--- src/rtl/eth_rx_pkg.sv ---
// Shared types and Ethernet constants for the GMII receive dispatcher.
package eth_rx_pkg;

   typedef enum logic [2:0] {
      ST_IDLE,
      ST_PREAMBLE,
      ST_DST_MAC,
      ST_SRC_MAC,
      ST_ETHTYPE,
      ST_PAYLOAD,
      ST_DISCARD
   } rx_state_t;

   localparam logic [7:0]  ETH_PREAMBLE  = 8'h55;
   localparam logic [7:0]  ETH_SFD       = 8'hD5;
   localparam logic [15:0] ETH_TYPE_ARP  = 16'h0806;
   localparam logic [15:0] ETH_TYPE_IP   = 16'h0800;
   localparam logic [47:0] ETH_BCAST_MAC = 48'hFF_FF_FF_FF_FF_FF;

   // Preamble bytes required before the SFD; last index of a 6-byte MAC.
   localparam logic [2:0]  PREAMBLE_LEN  = 3'd7;
   localparam logic [2:0]  MAC_LAST      = 3'd5;

endpackage

--- src/rtl/gmii_rx_dispatch.sv ---
// GMII receive header parser: filters on destination MAC and ethertype and
// forwards the remaining bytes (FCS included) to the ARP or IP/UDP sink.
module gmii_rx_dispatch
   import eth_rx_pkg::*;
#(
   parameter logic [47:0] BOARD_MAC = 48'h00_11_22_33_44_55
) (
   input  logic        i_gmii_rx_clk,
   input  logic        i_sys_rst,
   input  logic        i_gmii_rx_dv,
   input  logic [7:0]  i_gmii_rx_data,
   output logic [7:0]  o_pay_data,
   output logic        o_arp_dv,
   output logic        o_ip_dv,
   output logic        o_pay_sof,
   output logic        o_pay_eof,
   output logic [15:0] o_pay_len,
   output logic [47:0] o_src_mac,
   output logic        o_frame_drop,
   output logic        o_rx_busy
);

   rx_state_t   state, state_nxt;
   logic [2:0]  hdr_cnt, hdr_cnt_nxt;
   logic [39:0] dst_shift;
   logic [47:0] src_shift;
   logic [7:0]  type_hi;
   logic        sel_arp;
   logic [7:0]  pend_data;
   logic        pend_vld;
   logic        pend_sof;
   logic [15:0] pay_cnt;
   logic        drop;
   logic        capture;
   logic        emit;
   logic        accept;
   logic [47:0] dst_full;
   logic [15:0] type_full;

   assign dst_full  = {dst_shift, i_gmii_rx_data};
   assign type_full = {type_hi, i_gmii_rx_data};

   always_ff @(posedge i_gmii_rx_clk or posedge i_sys_rst) begin
      if (i_sys_rst) begin
         state   <= ST_IDLE;
         hdr_cnt <= '0;
      end else begin
         state   <= state_nxt;
         hdr_cnt <= hdr_cnt_nxt;
      end
   end

   always_comb begin
      state_nxt   = state;
      hdr_cnt_nxt = hdr_cnt;
      drop        = 1'b0;
      capture     = 1'b0;
      emit        = 1'b0;
      accept      = 1'b0;
      case (state)
         ST_IDLE: begin
            hdr_cnt_nxt = '0;
            if (i_gmii_rx_dv) begin
               if (i_gmii_rx_data == ETH_PREAMBLE) begin
                  state_nxt   = ST_PREAMBLE;
                  hdr_cnt_nxt = 3'd1;
               end else begin
                  state_nxt = ST_DISCARD;
                  drop      = 1'b1;
               end
            end
         end
         ST_PREAMBLE: begin
            if (!i_gmii_rx_dv) begin
               state_nxt = ST_IDLE;
               drop      = 1'b1;
            end else if (i_gmii_rx_data == ETH_PREAMBLE && hdr_cnt < PREAMBLE_LEN) begin
               hdr_cnt_nxt = hdr_cnt + 3'd1;
            end else if (i_gmii_rx_data == ETH_SFD && hdr_cnt == PREAMBLE_LEN) begin
               state_nxt   = ST_DST_MAC;
               hdr_cnt_nxt = '0;
            end else begin
               state_nxt = ST_DISCARD;
               drop      = 1'b1;
            end
         end
         ST_DST_MAC: begin
            if (!i_gmii_rx_dv) begin
               state_nxt = ST_IDLE;
               drop      = 1'b1;
            end else if (hdr_cnt == MAC_LAST) begin
               hdr_cnt_nxt = '0;
               if (dst_full == BOARD_MAC || dst_full == ETH_BCAST_MAC) begin
                  state_nxt = ST_SRC_MAC;
               end else begin
                  state_nxt = ST_DISCARD;
                  drop      = 1'b1;
               end
            end else begin
               hdr_cnt_nxt = hdr_cnt + 3'd1;
            end
         end
         ST_SRC_MAC: begin
            if (!i_gmii_rx_dv) begin
               state_nxt = ST_IDLE;
               drop      = 1'b1;
            end else if (hdr_cnt == MAC_LAST) begin
               state_nxt   = ST_ETHTYPE;
               hdr_cnt_nxt = '0;
            end else begin
               hdr_cnt_nxt = hdr_cnt + 3'd1;
            end
         end
         ST_ETHTYPE: begin
            if (!i_gmii_rx_dv) begin
               state_nxt = ST_IDLE;
               drop      = 1'b1;
            end else if (hdr_cnt == 3'd1) begin
               hdr_cnt_nxt = '0;
               if (type_full == ETH_TYPE_ARP || type_full == ETH_TYPE_IP) begin
                  state_nxt = ST_PAYLOAD;
                  accept    = 1'b1;
               end else begin
                  state_nxt = ST_DISCARD;
                  drop      = 1'b1;
               end
            end else begin
               hdr_cnt_nxt = hdr_cnt + 3'd1;
            end
         end
         ST_PAYLOAD: begin
            // One byte is held back so eof can ride on the last byte.
            if (i_gmii_rx_dv) begin
               capture = 1'b1;
               emit    = pend_vld;
            end else begin
               state_nxt = ST_IDLE;
               emit      = pend_vld;
               drop      = ~pend_vld;
            end
         end
         ST_DISCARD: begin
            if (!i_gmii_rx_dv) state_nxt = ST_IDLE;
         end
         default: state_nxt = ST_IDLE;
      endcase
   end

   always_ff @(posedge i_gmii_rx_clk or posedge i_sys_rst) begin
      if (i_sys_rst) begin
         dst_shift    <= '0;
         src_shift    <= '0;
         type_hi      <= '0;
         sel_arp      <= 1'b0;
         pend_data    <= '0;
         pend_vld     <= 1'b0;
         pend_sof     <= 1'b0;
         pay_cnt      <= '0;
         o_pay_data   <= '0;
         o_arp_dv     <= 1'b0;
         o_ip_dv      <= 1'b0;
         o_pay_sof    <= 1'b0;
         o_pay_eof    <= 1'b0;
         o_pay_len    <= '0;
         o_src_mac    <= '0;
         o_frame_drop <= 1'b0;
         o_rx_busy    <= 1'b0;
      end else begin
         if (i_gmii_rx_dv) begin
            case (state)
               ST_DST_MAC: dst_shift <= {dst_shift[31:0], i_gmii_rx_data};
               ST_SRC_MAC: src_shift <= {src_shift[39:0], i_gmii_rx_data};
               ST_ETHTYPE: if (hdr_cnt == 3'd0) type_hi <= i_gmii_rx_data;
               default: ;
            endcase
         end
         if (accept) begin
            o_src_mac <= src_shift;
            sel_arp   <= (type_full == ETH_TYPE_ARP);
            pay_cnt   <= '0;
         end
         if (capture) begin
            pend_data <= i_gmii_rx_data;
            pend_sof  <= ~pend_vld;
            if (pay_cnt != 16'hFFFF) pay_cnt <= pay_cnt + 16'd1;
         end
         pend_vld     <= capture;
         if (emit) o_pay_data <= pend_data;
         if (emit && !i_gmii_rx_dv) o_pay_len <= pay_cnt;
         o_arp_dv     <= emit & sel_arp;
         o_ip_dv      <= emit & ~sel_arp;
         o_pay_sof    <= emit & pend_sof;
         o_pay_eof    <= emit & ~i_gmii_rx_dv;
         o_frame_drop <= drop;
         o_rx_busy    <= (state_nxt != ST_IDLE);
      end
   end

endmodule
--- config.mk ---
export PLATFORM = sky130hd
export DESIGN_NAME = gmii_rx_dispatch
export DESIGN_NICKNAME = d
export VERILOG_FILES = /design/src/rtl/eth_rx_pkg.sv /design/src/rtl/gmii_rx_dispatch.sv
export SDC_FILE = /design/constraint.sdc
export NUM_CORES = 1
export LEC_CHECK = 0
export CAP_MARGIN = 40
export CORE_MARGIN = 1
export CORE_UTILIZATION = 55
export DETAILED_ROUTE_END_ITERATION = 7
export PLACE_DENSITY_LB_ADDON = 0.3
export SETUP_SLACK_MARGIN = 0.3
export SLEW_MARGIN = 20
export SYNTH_ARGS = -nofsm -noshare
export SYNTH_HDL_FRONTEND = slang
export SYNTH_SLANG_ARGS = --single-unit
--- constraint.sdc ---
create_clock -name i_gmii_rx_clk -period 8.7 [get_ports i_gmii_rx_clk]
set_clock_uncertainty 0.2 [all_clocks]
set_input_delay 0.87 -clock i_gmii_rx_clk [delete_from_list [all_inputs] [get_ports i_gmii_rx_clk]]
set_output_delay 0.87 -clock i_gmii_rx_clk [all_outputs]
set_load 0.005 [all_outputs]
Word level (Yosys, flattened, before mapping)
Cells that the tools add are included.
{"block": "classes", "n_addsub": 2, "order_cmp": 1, "div": 0, "n_mul": 0, "n_mux": 49, "eq_ne": 20, "bitwise_logic": 7, "n_reduce_logical": 16, "shift": 0}
{"cell": "two-way mux 3 bit", "n": 20}
{"cell": "== test 48 x 37 -> 1 bit (second input constant)", "n": 1}
{"cell": "== test 48 bit (second input constant)", "n": 1}
{"cell": "two-way mux 16 bit", "n": 3}
{"cell": "== test 16 x 12 -> 1 bit (second input constant)", "n": 2}
{"cell": "two-way mux 1 bit", "n": 22}
{"cell": "one-hot mux 3 bit (6 select lines)", "n": 1}
{"cell": "adder 16 x 1 -> 16 bit (second input constant)", "n": 1}
{"cell": "!= test 16 bit (second input constant)", "n": 1}
{"cell": "== test 3 bit (second input constant)", "n": 5}
{"cell": "one-hot mux 3 bit (4 select lines)", "n": 1}
{"cell": "== test 8 x 7 -> 1 bit (second input constant)", "n": 1}
{"cell": "== test 8 bit (second input constant)", "n": 1}
{"cell": "== test 3 x 1 -> 1 bit (second input constant)", "n": 2}
{"cell": "== test 3 x 2 -> 1 bit (second input constant)", "n": 2}
{"cell": "logical NOT 3 bit", "n": 2}
{"cell": "one-hot mux 1 bit (6 select lines)", "n": 1}
{"cell": "AND reduction 5 bit", "n": 1}
{"cell": "bitwise AND 1 bit", "n": 4}
{"cell": "!= test 2 bit (second input constant)", "n": 2}
{"cell": "AND reduction 2 bit", "n": 2}
{"cell": "nonzero test 4 bit", "n": 1}
{"cell": "OR reduction 2 bit", "n": 2}
{"cell": "adder 3 x 1 -> 3 bit (second input constant)", "n": 1}
{"cell": "other kinds (10)", "n": 15}
{"block": "totals", "ramBits": 0, "mem_count": 0, "latch_bits": 0, "reg_bits": 207, "output_inout_bits": 78, "rom_bits": 0, "elab_cells": 114}

Longest topological paths before layout
Gate-level depths: netlist of run 1.
{"block": "logic_depth", "depth_word": 9, "ltp_mapped": 9, "depth_no_buf": 7}

Worst setup path after synthesis of run 1
No wires, ideal clock.
{"block": "synth_timing", "path_kind": "input to register", "start": "input i_gmii_rx_data[1]", "end": "register o_rx_busy", "arrival_time_ns": 2.235, "path_buffers": 1, "setup_time_ns": 0.129, "slack_ns": 6.136, "stages": 6, "path_cell_list": "buf_2 > or4_4 > nor2_2 > o311ai_0 > o31a_1 > nand3b_1"}
{"block": "synth_between", "elab_chain_len": 7, "word_cells_on_any_way": 23, "classes_between": "6 x eq/ne; 12 x mux; 5 x reduce/logical"}
{"item": "from (decl)", "line": "gmii_rx_dispatch.sv:11", "rtl": "input logic [7:0] i_gmii_rx_data,"}
{"item": "== test 16 x 12 -> 1 bit", "line": "gmii_rx_dispatch.sv:120", "rtl": "if (type_full == ETH_TYPE_ARP || type_full == ETH_TYPE_IP) begin"}
{"item": "logical OR 1 bit", "line": "gmii_rx_dispatch.sv:120"}
{"item": "two-way mux 2 bit", "line": "gmii_rx_dispatch.sv:120"}
{"item": "two-way mux 3 bit", "line": "gmii_rx_dispatch.sv:118", "rtl": "end else if (hdr_cnt == 3'd1) begin"}
{"item": "two-way mux 3 bit", "line": "gmii_rx_dispatch.sv:115", "rtl": "if (!i_gmii_rx_dv) begin"}
{"item": "one-hot mux 3 bit (6 select lines) (*)", "line": "gmii_rx_dispatch.sv:60", "rtl": "case (state)"}
{"item": "via state_nxt[1]", "line": "gmii_rx_dispatch.sv:23", "rtl": "rx_state_t state, state_nxt;"}
{"item": "nonzero test 3 bit (*)", "line": "gmii_rx_dispatch.sv:195", "rtl": "o_rx_busy <= (state_nxt != ST_IDLE);"}
{"item": "to (signal assigned)", "line": "gmii_rx_dispatch.sv:195"}
{"item": "to (decl)", "line": "gmii_rx_dispatch.sv:20", "rtl": "output logic o_rx_busy"}
Mark *: on every way through the listed nets, which the timed path passes. The rest lies on a longest branch.
A chain may end at the register's enable or synchronous reset.

Final worst setup path of run 1
{"block": "layout_timing", "start": "input i_gmii_rx_dv", "end": "register pay_cnt[15]"}
{"block": "layout_between", "elab_chain_len": 5, "word_cells_on_any_way": 7, "classes_between": "7 x mux"}
{"item": "from (decl)", "line": "gmii_rx_dispatch.sv:10", "rtl": "input logic i_gmii_rx_dv,"}
{"item": "two-way mux 1 bit", "line": "gmii_rx_dispatch.sv:115"}
{"item": "two-way mux 1 bit", "line": "gmii_rx_dispatch.sv:60"}
{"item": "two-way mux 16 bit", "line": "gmii_rx_dispatch.sv:177", "rtl": "if (accept) begin"}
{"item": "two-way mux 16 bit", "line": "gmii_rx_dispatch.sv:185", "rtl": "if (pay_cnt != 16'hFFFF) pay_cnt <= pay_cnt + 16'd1;"}
{"item": "two-way mux 16 bit (*)", "line": "gmii_rx_dispatch.sv:182", "rtl": "if (capture) begin"}
{"item": "to (signal assigned)", "line": "gmii_rx_dispatch.sv:185"}
{"item": "to (decl)", "line": "gmii_rx_dispatch.sv:32", "rtl": "logic [15:0] pay_cnt;"}
Mark *: on every way between the ends. The rest lies on a longest branch, timed or not.

==> reports/metrics.cfg, run 1 <==
[setup_path]
worst_setup_path_end_kind=flop
worstSetupPathType=input port to flop
path_buf_inv=1
startpoint=i_gmii_rx_dv
start_kind=input port
worst-path-stages=5
r2r_start=state[1]$_DFF_PP0_
path_cells=clkdlybuf4s50_1, nand3_1, nor4_2, a31oi_1, o21a_1
cp_slowest_cell=clkdlybuf4s50_1
cpLargestDelayFamily=simple AND/OR/NAND/NOR gates
r2r_slack_ps=5810
critical_path.endpoint=pay_cnt[15]$_DFF_PP0_
cp_max_fo=18
r2r-end=pay_cnt[3]$_DFF_PP0_
required_ps=8880
max_stage_delay_ps=770
cp_data_arrival_time_ps=3430
rr_worst_depth=6

[clock_network]
ctsResizeCount=0
cts.sinks=207
cts_setup_buffers=0
cts_buffers=22
clockRootBuffer=clkbuf_16
path_clk_slew_ps=60
cts_tree=yes
clock_latency_ps=490
ctsHoldBuffers=0
cts_max_level=1
clockBufferDepth=3

[synthesis]
synth_area_leaders=dfrtp_1 60%, mux2_2 15%, nand2_1 9.7%
yosysWarnings=0
synth_ff_type=dfrtp_1
yosys-top-cells-count=221 x nand2_1, 207 x dfrtp_1, 112 x mux2_2
yosysUniqueCellTypes=56
synth-async-reset-ratio_pct=100
ys_seq_area_share_pct=60.4
yosysMostFrequentCell=nand2_1
netlist_instances=734
synth_edf_count=0
synth_seq_cells=207
syn_area_um2=8570
yosys.area.top_type_share_pct=60.4
yosysTopAreaCell=dfrtp_1
avgSynthCellArea_um2=11.7
synth_nets=750

[timing]
setup_violations=0
rsz0062_at_grt=false
fin_ws_ps=5440
post-route-min-period_ps=3260
min_period_over_period_pct=37.4
tns_ps=0
clock.fmax_mhz=307
report.final.slew_viol_count=0
hold_violations=0
relSlewSlack_pct=47.0
worst_pin_slew_ps=794

[status]
outcome=finished clean

[job]
maxCapViolations=0

[floorplan]
die_w_um=127
die_h_um=127
dieArea_um2=16100
num_rows=45
coreArea_um2=15200
pin_count=89
initial_core_util_pct=56.4

[detailed_routing]
viasPerCell=5.67
route.detailed.drc=0
route.detailed.wl_per_inst_um=17.2
via_count=5811
drtPass1Iterations=5
drtAntennaViolNets=0
drt_iter0_drc=335
wirelength_mm=17.6

[global_route]
grt_overflow=0
grt_pass1_vias=5854
grt_max_degree=72
grt_usage_pct=22.8
grt_pass1_wl_mm=29.5
antenna_found_initial=0

[final_layout]
fillers=1086
design_area_um2=10400
antenna_cells=0
final_cell_count_no_fill=1024
finalNetCount=838
drive_gt1_share_pct=20.8
area_delta_synth_final_pct=21.1

[placement]
post-dp-hpwl_mm=11.8
place_area_um2=9640
io_buffers=88
gp_congestion=0.841
pre_cts_ws_ps=4980
dp_cells=985

[power]
ir_worst_vdd_mv=0.173
power_density_nw_per_um2=223
p_leak_nw=5.02

[worst_hold_path]
hold_path.class=flop to flop

-- worst reg2reg max path, stage by stage (launching register included) --
cell and delay (ps):
dfrtp_1 560, nor2_1 460, nand4_1 290, or3_2 780, buf_12 290, nand2_1 110
mux2i_1 80
-- sequential cells by signal (all words and copies together) (netlist names) --
signal	flops
state	3
dst_shift	40
pend_vld	1
sel_arp	1
o_rx_busy	1
o_pay_data	8
o_pay_eof	1
pay_cnt	16
o_frame_drop	1
pend_sof	1
o_src_mac	48
pend_data	8
o_pay_len	16
hdr_cnt	3
o_pay_sof	1
type_hi	8
src_shift	48
o_ip_dv	1
o_arp_dv	1
-- worst min-delay path by stage --
stage | from | endpoint | slack (ps) | cells past startpoint
floorplan | sel_arp$_DFFE_PP0P_ | o_ip_dv$_DFF_PP0_ | 220 | 1
global placement | o_src_mac[36]$_DFFE_PP0P_ | o_src_mac[36]$_DFFE_PP0P_ | 250 | 2
detailed placement | o_src_mac[26]$_DFFE_PP0P_ | o_src_mac[26]$_DFFE_PP0P_ | 260 | 2
CTS | sel_arp$_DFFE_PP0P_ | o_ip_dv$_DFF_PP0_ | 270 | 1
global route | o_src_mac[27]$_DFFE_PP0P_ | o_src_mac[27]$_DFFE_PP0P_ | 290 | 2
finish | sel_arp$_DFFE_PP0P_ | o_ip_dv$_DFF_PP0_ | 270 | 1
-- stage by stage --
stage	utilization (%)	power, mW	hold slack (ps)
2_1_floorplan	-	1.33	220
3_5_place_dp	63.4	1.41	259
3_3_place_gp	63.1	1.39	253
4_1_cts	68.2	2.33	270
5_1_grt	68.3	2.41	292
6_report	68.3	2.31	267
-- cells in the final DEF, fill, tap and decap left out, types with 4 or more instances in the layout --
cell,count
and4_1,4
clkinv_2,4
buf_4,4
nand2_1,221
clkdlybuf4s50_1,88
nor2_1,14
clkbuf_8,5
dfrtp_1,207
nor4_1,13
clkbuf_16,23
nor3_1,8
inv_1,9
nor2b_1,4
mux2_2,112
ha_1,5
nand4_1,20
mux2i_1,11
nand3_1,9
o21ai_0,9
-- cell families after synthesis --
kind of cell | after synthesis | synth area share [%]
AND/OR/NAND/NOR | 319 | 17.1
flip-flops | 207 | 60.4
multiplexers | 123 | 16.0
buffers and inverters | 44 | 2.26
AO/OA/AOI/OAI | 33 | 3.17
adder cells (fa/ha/maj) | 5 | 0.730
XOR/XNOR | 3 | 0.306
-- layout make-up --
class | instances | area [µm²] | area share (%)
Sequential cell | 207 | 5180 | 49.9
Multi-Input combinational cell | 483 | 3210 | 30.9
Timing Repair Buffer | 95 | 978 | 9.42
Clock buffer | 31 | 656 | 6.31
Tap cell | 188 | 235 | 2.27
Clock inverter | 7 | 66.3 | 0.639
Inverter | 13 | 56.3 | 0.542
-- power breakdown --
part / internal [mW] / switching, mW
combinational: 0.123 / 0.0915
sequential: 1.07 / 0.111
clock: 0.553 / 0.357
-- layer usage --
metal  vias to the layer above  routed length (µm)  global-route usage (%)
met2                       163                8670                    37.5
li1                       2704                   -                       -
met3                        28                 795                    3.46
met4                         0                 362                    7.77
met5                         -                   0                       0
met1                      2916                7750                    31.3
(Power assumes the default switching activity.)
==> inputs of run 2 (changes only) <==
--- a/config.mk
+++ b/config.mk
@@ -7,7 +7,7 @@
 export LEC_CHECK = 0
 export CAP_MARGIN = 40
 export CORE_MARGIN = 1
-export CORE_UTILIZATION = 55
+export CORE_UTILIZATION = 51
 export DETAILED_ROUTE_END_ITERATION = 7
 export PLACE_DENSITY_LB_ADDON = 0.3
 export SETUP_SLACK_MARGIN = 0.3
==> constraint.sdc (replaced) <==
create_clock -name i_gmii_rx_clk -period 2.7 [get_ports i_gmii_rx_clk]
set_clock_uncertainty 0.2 [all_clocks]
set_input_delay 0.27 -clock i_gmii_rx_clk [delete_from_list [all_inputs] [get_ports i_gmii_rx_clk]]
set_output_delay 0.27 -clock i_gmii_rx_clk [all_outputs]
set_load 0.005 [all_outputs]
==> reports/metrics.cfg, run 2 (same netlist as run 1, synthesis figures left out) <==
[final_layout]
finalNetCount=866  ; +3.3%
final_cell_count_no_fill=1083  ; +5.8%
area_delta_synth_final_pct=25.9
antenna_cells=0  ; unchanged
final_common_cell=nand2_1
layout_common_cells=221 x nand2_1, 207 x dfrtp_1, 112 x mux2_2
largestRegisters=o_src_mac x48, src_shift x48, dst_shift x40
postLayoutCoreUtil_pct=65.4  ; -3.0 points
drive_gt1_share_pct=23.8  ; +2.9 points
design_area_um2=10800  ; +4.0%

[worst_hold_path]
min-delay-start=i_gmii_rx_data[3]
whs_endpoint=pend_data[3]$_DFFE_PP0P_
hold_path.class=input port to flop
hold_depth=3  ; +2

[global_route]
antenna_found_initial=0  ; unchanged
grt_usage_pct=21.2  ; -1.6 points
grt_overflow=0  ; unchanged
grt_pass1_vias=5857  ; +0.051%
grt_pass1_wl_mm=29.9  ; +1.3%
grt_max_degree=127  ; +76%

[detailed_routing]
drt_iter0_drc=352  ; +5.1%
viasPerCell=5.42  ; -4.4%
route.detailed.drc=0  ; unchanged
drtPass1Iterations=7  ; +2
drtAntennaViolNets=0  ; unchanged
via_count=5875  ; +1.1%
route.detailed.wl_per_inst_um=16.5  ; -4.1%
wirelength_mm=17.8  ; +1.4%

[timing]
min_period_over_period_pct=87.7
fin_ws_ps=333  ; -5110 ps
hold_violations=0  ; unchanged
post-route-min-period_ps=2370
setup_violations=0  ; unchanged
relSlewSlack_pct=54.3  ; +7.2 points
rsz0062_at_grt=true
holdWs_ps=229  ; -37.8 ps
clock.fmax_mhz=423
report.final.slew_viol_count=0  ; unchanged
worst_pin_slew_ps=686  ; -108 ps
tns_ps=0  ; unchanged

[power]
p_clk_share_pct=42.7  ; +3.3 points
p_leak_nw=5.21  ; +3.6%
power_density_nw_per_um2=733  ; +230%
power_frac_comb_pct=9.3  ; about the same
switchingPower_mw=1.83  ; +230%
switching_share_pct=23.1  ; -1.1 points
power.internal_mw=6.09  ; +250%
seqPwrFrac_pct=48.0  ; -3.3 points
power.total_mw=7.92  ; +240%
ir_worst_vdd_mv=0.615  ; +250%

[setup_path]
r2r_slack_ps=330  ; -5480 ps
cp_data_arrival_time_ps=2540  ; -890 ps
cp_max_fo=13  ; -5
r2r_start=state[0]$_DFF_PP0_
worstSetupPathType=flop to flop
rr_worst_depth=4  ; -2
worst_setup_path_end_kind=flop
r2r-end=type_hi[5]$_DFFE_PP0P_
required_ps=2870  ; -6010 ps
start_kind=flop

[clock_network]
cts_max_level=1  ; unchanged
cts.sinks=207  ; unchanged
clockBufferDepth=3  ; unchanged
clock_latency_ps=500  ; about the same
path_clk_slew_ps=60  ; about the same
cts_buffers=22  ; unchanged
cts_tree=yes
clockRootBuffer=clkbuf_16

[floorplan]
dieArea_um2=17300  ; +7.7%
die_h_um=132  ; +3.8%
pin_count=89  ; unchanged
num_rows=47  ; +4.4%
initial_core_util_pct=51.9  ; -4.5 points
coreArea_um2=16500  ; +8.7%
die_w_um=132  ; +3.8%

[placement]
place_area_um2=9910  ; +2.8%
post-dp-hpwl_mm=12.0  ; +1.5%
dp_cells=1044  ; +6.0%
io_buffers=88  ; unchanged
gp_congestion=0.859  ; +2.2%
pre_cts_ws_ps=86.4  ; -4890 ps

[job]
maxCapViolations=0  ; unchanged

[status]
outcome=finished clean

run 2: changes by cell type in the layout (fill, tap and decap cells not counted), sizes merged:
cell / before / now
buf: 7 / 34
clkinvlp: 1 / 2
clkbuf: 31 / 27
clkinv: 8 / 6
dlygate4sd3: 0 / 1
inv: 10 / 9
bufinv: 1 / 6
run 2: repair_timing:
item	4_1_cts	5_1_grt
pin swaps	0	2
hold buffers	1	0
gates resized for setup	1	3
setup buffers	0	1
setup endpoints to repair	1	64
hold endpoints to repair	4	0
run 2: power groups by stage:
| stage | registers [mW] | clock network, mW | logic [mW] |
|---|---|---|---|
| global placement | 3.83 | 0 | 0.706 |
| global route | 3.84 | 3.57 | 0.812 |
| finish | 3.80 | 3.38 | 0.738 |
| floorplan | 3.72 | 0 | 0.560 |
| CTS | 3.79 | 3.46 | 0.745 |
| detailed placement | 3.84 | 0 | 0.736 |
run 2: worst max-delay path by stage:
stage                                 from                         to  slack [ps]  cells after the start
floorplan                        i_sys_rst   dst_shift[0]$_DFFE_PP0P_        -460                      1
global placement         i_gmii_rx_data[0]     o_frame_drop$_DFF_PP0_          90                      6
detailed placement       i_gmii_rx_data[0]  o_src_mac[12]$_DFFE_PP0P_          90                      7
CTS                     state[0]$_DFF_PP0_     type_hi[0]$_DFFE_PP0P_         360                      4
global route        hdr_cnt[0]$_DFFE_PP0P_     hdr_cnt[0]$_DFFE_PP0P_         280                      7
finish                  state[0]$_DFF_PP0_     type_hi[5]$_DFFE_PP0P_         330                      4
run 2: worst max-delay path, cell delays in order, from the launching register on:
cell	delay, ps
dfrtp_1	540
or3b_2	600
nor4b_4	310
buf_4	230
mux2_2	350
run 2: layout make-up:
class / count / area [µm²]
fillers: 1219 / 5730
flip-flops and latches: 207 / 5180
multi-input cells: 483 / 3240
repair buffers: 123 / 1220
clock buffers: 27 / 621
well taps: 220 / 275
clock inverters: 10 / 210
inverters: 13 / 52.6
run 2: routing by layer:
metal | share of wire, % | vias up | global-route usage (%)
li1 | - | 2746 | -
met1 | 46 | 2967 | 30.2
met2 | 48 | 130 | 34.2
met3 | 3.8 | 32 | 2.74
met4 | 2.1 | 0 | 6.07
met5 | 0 | - | 0
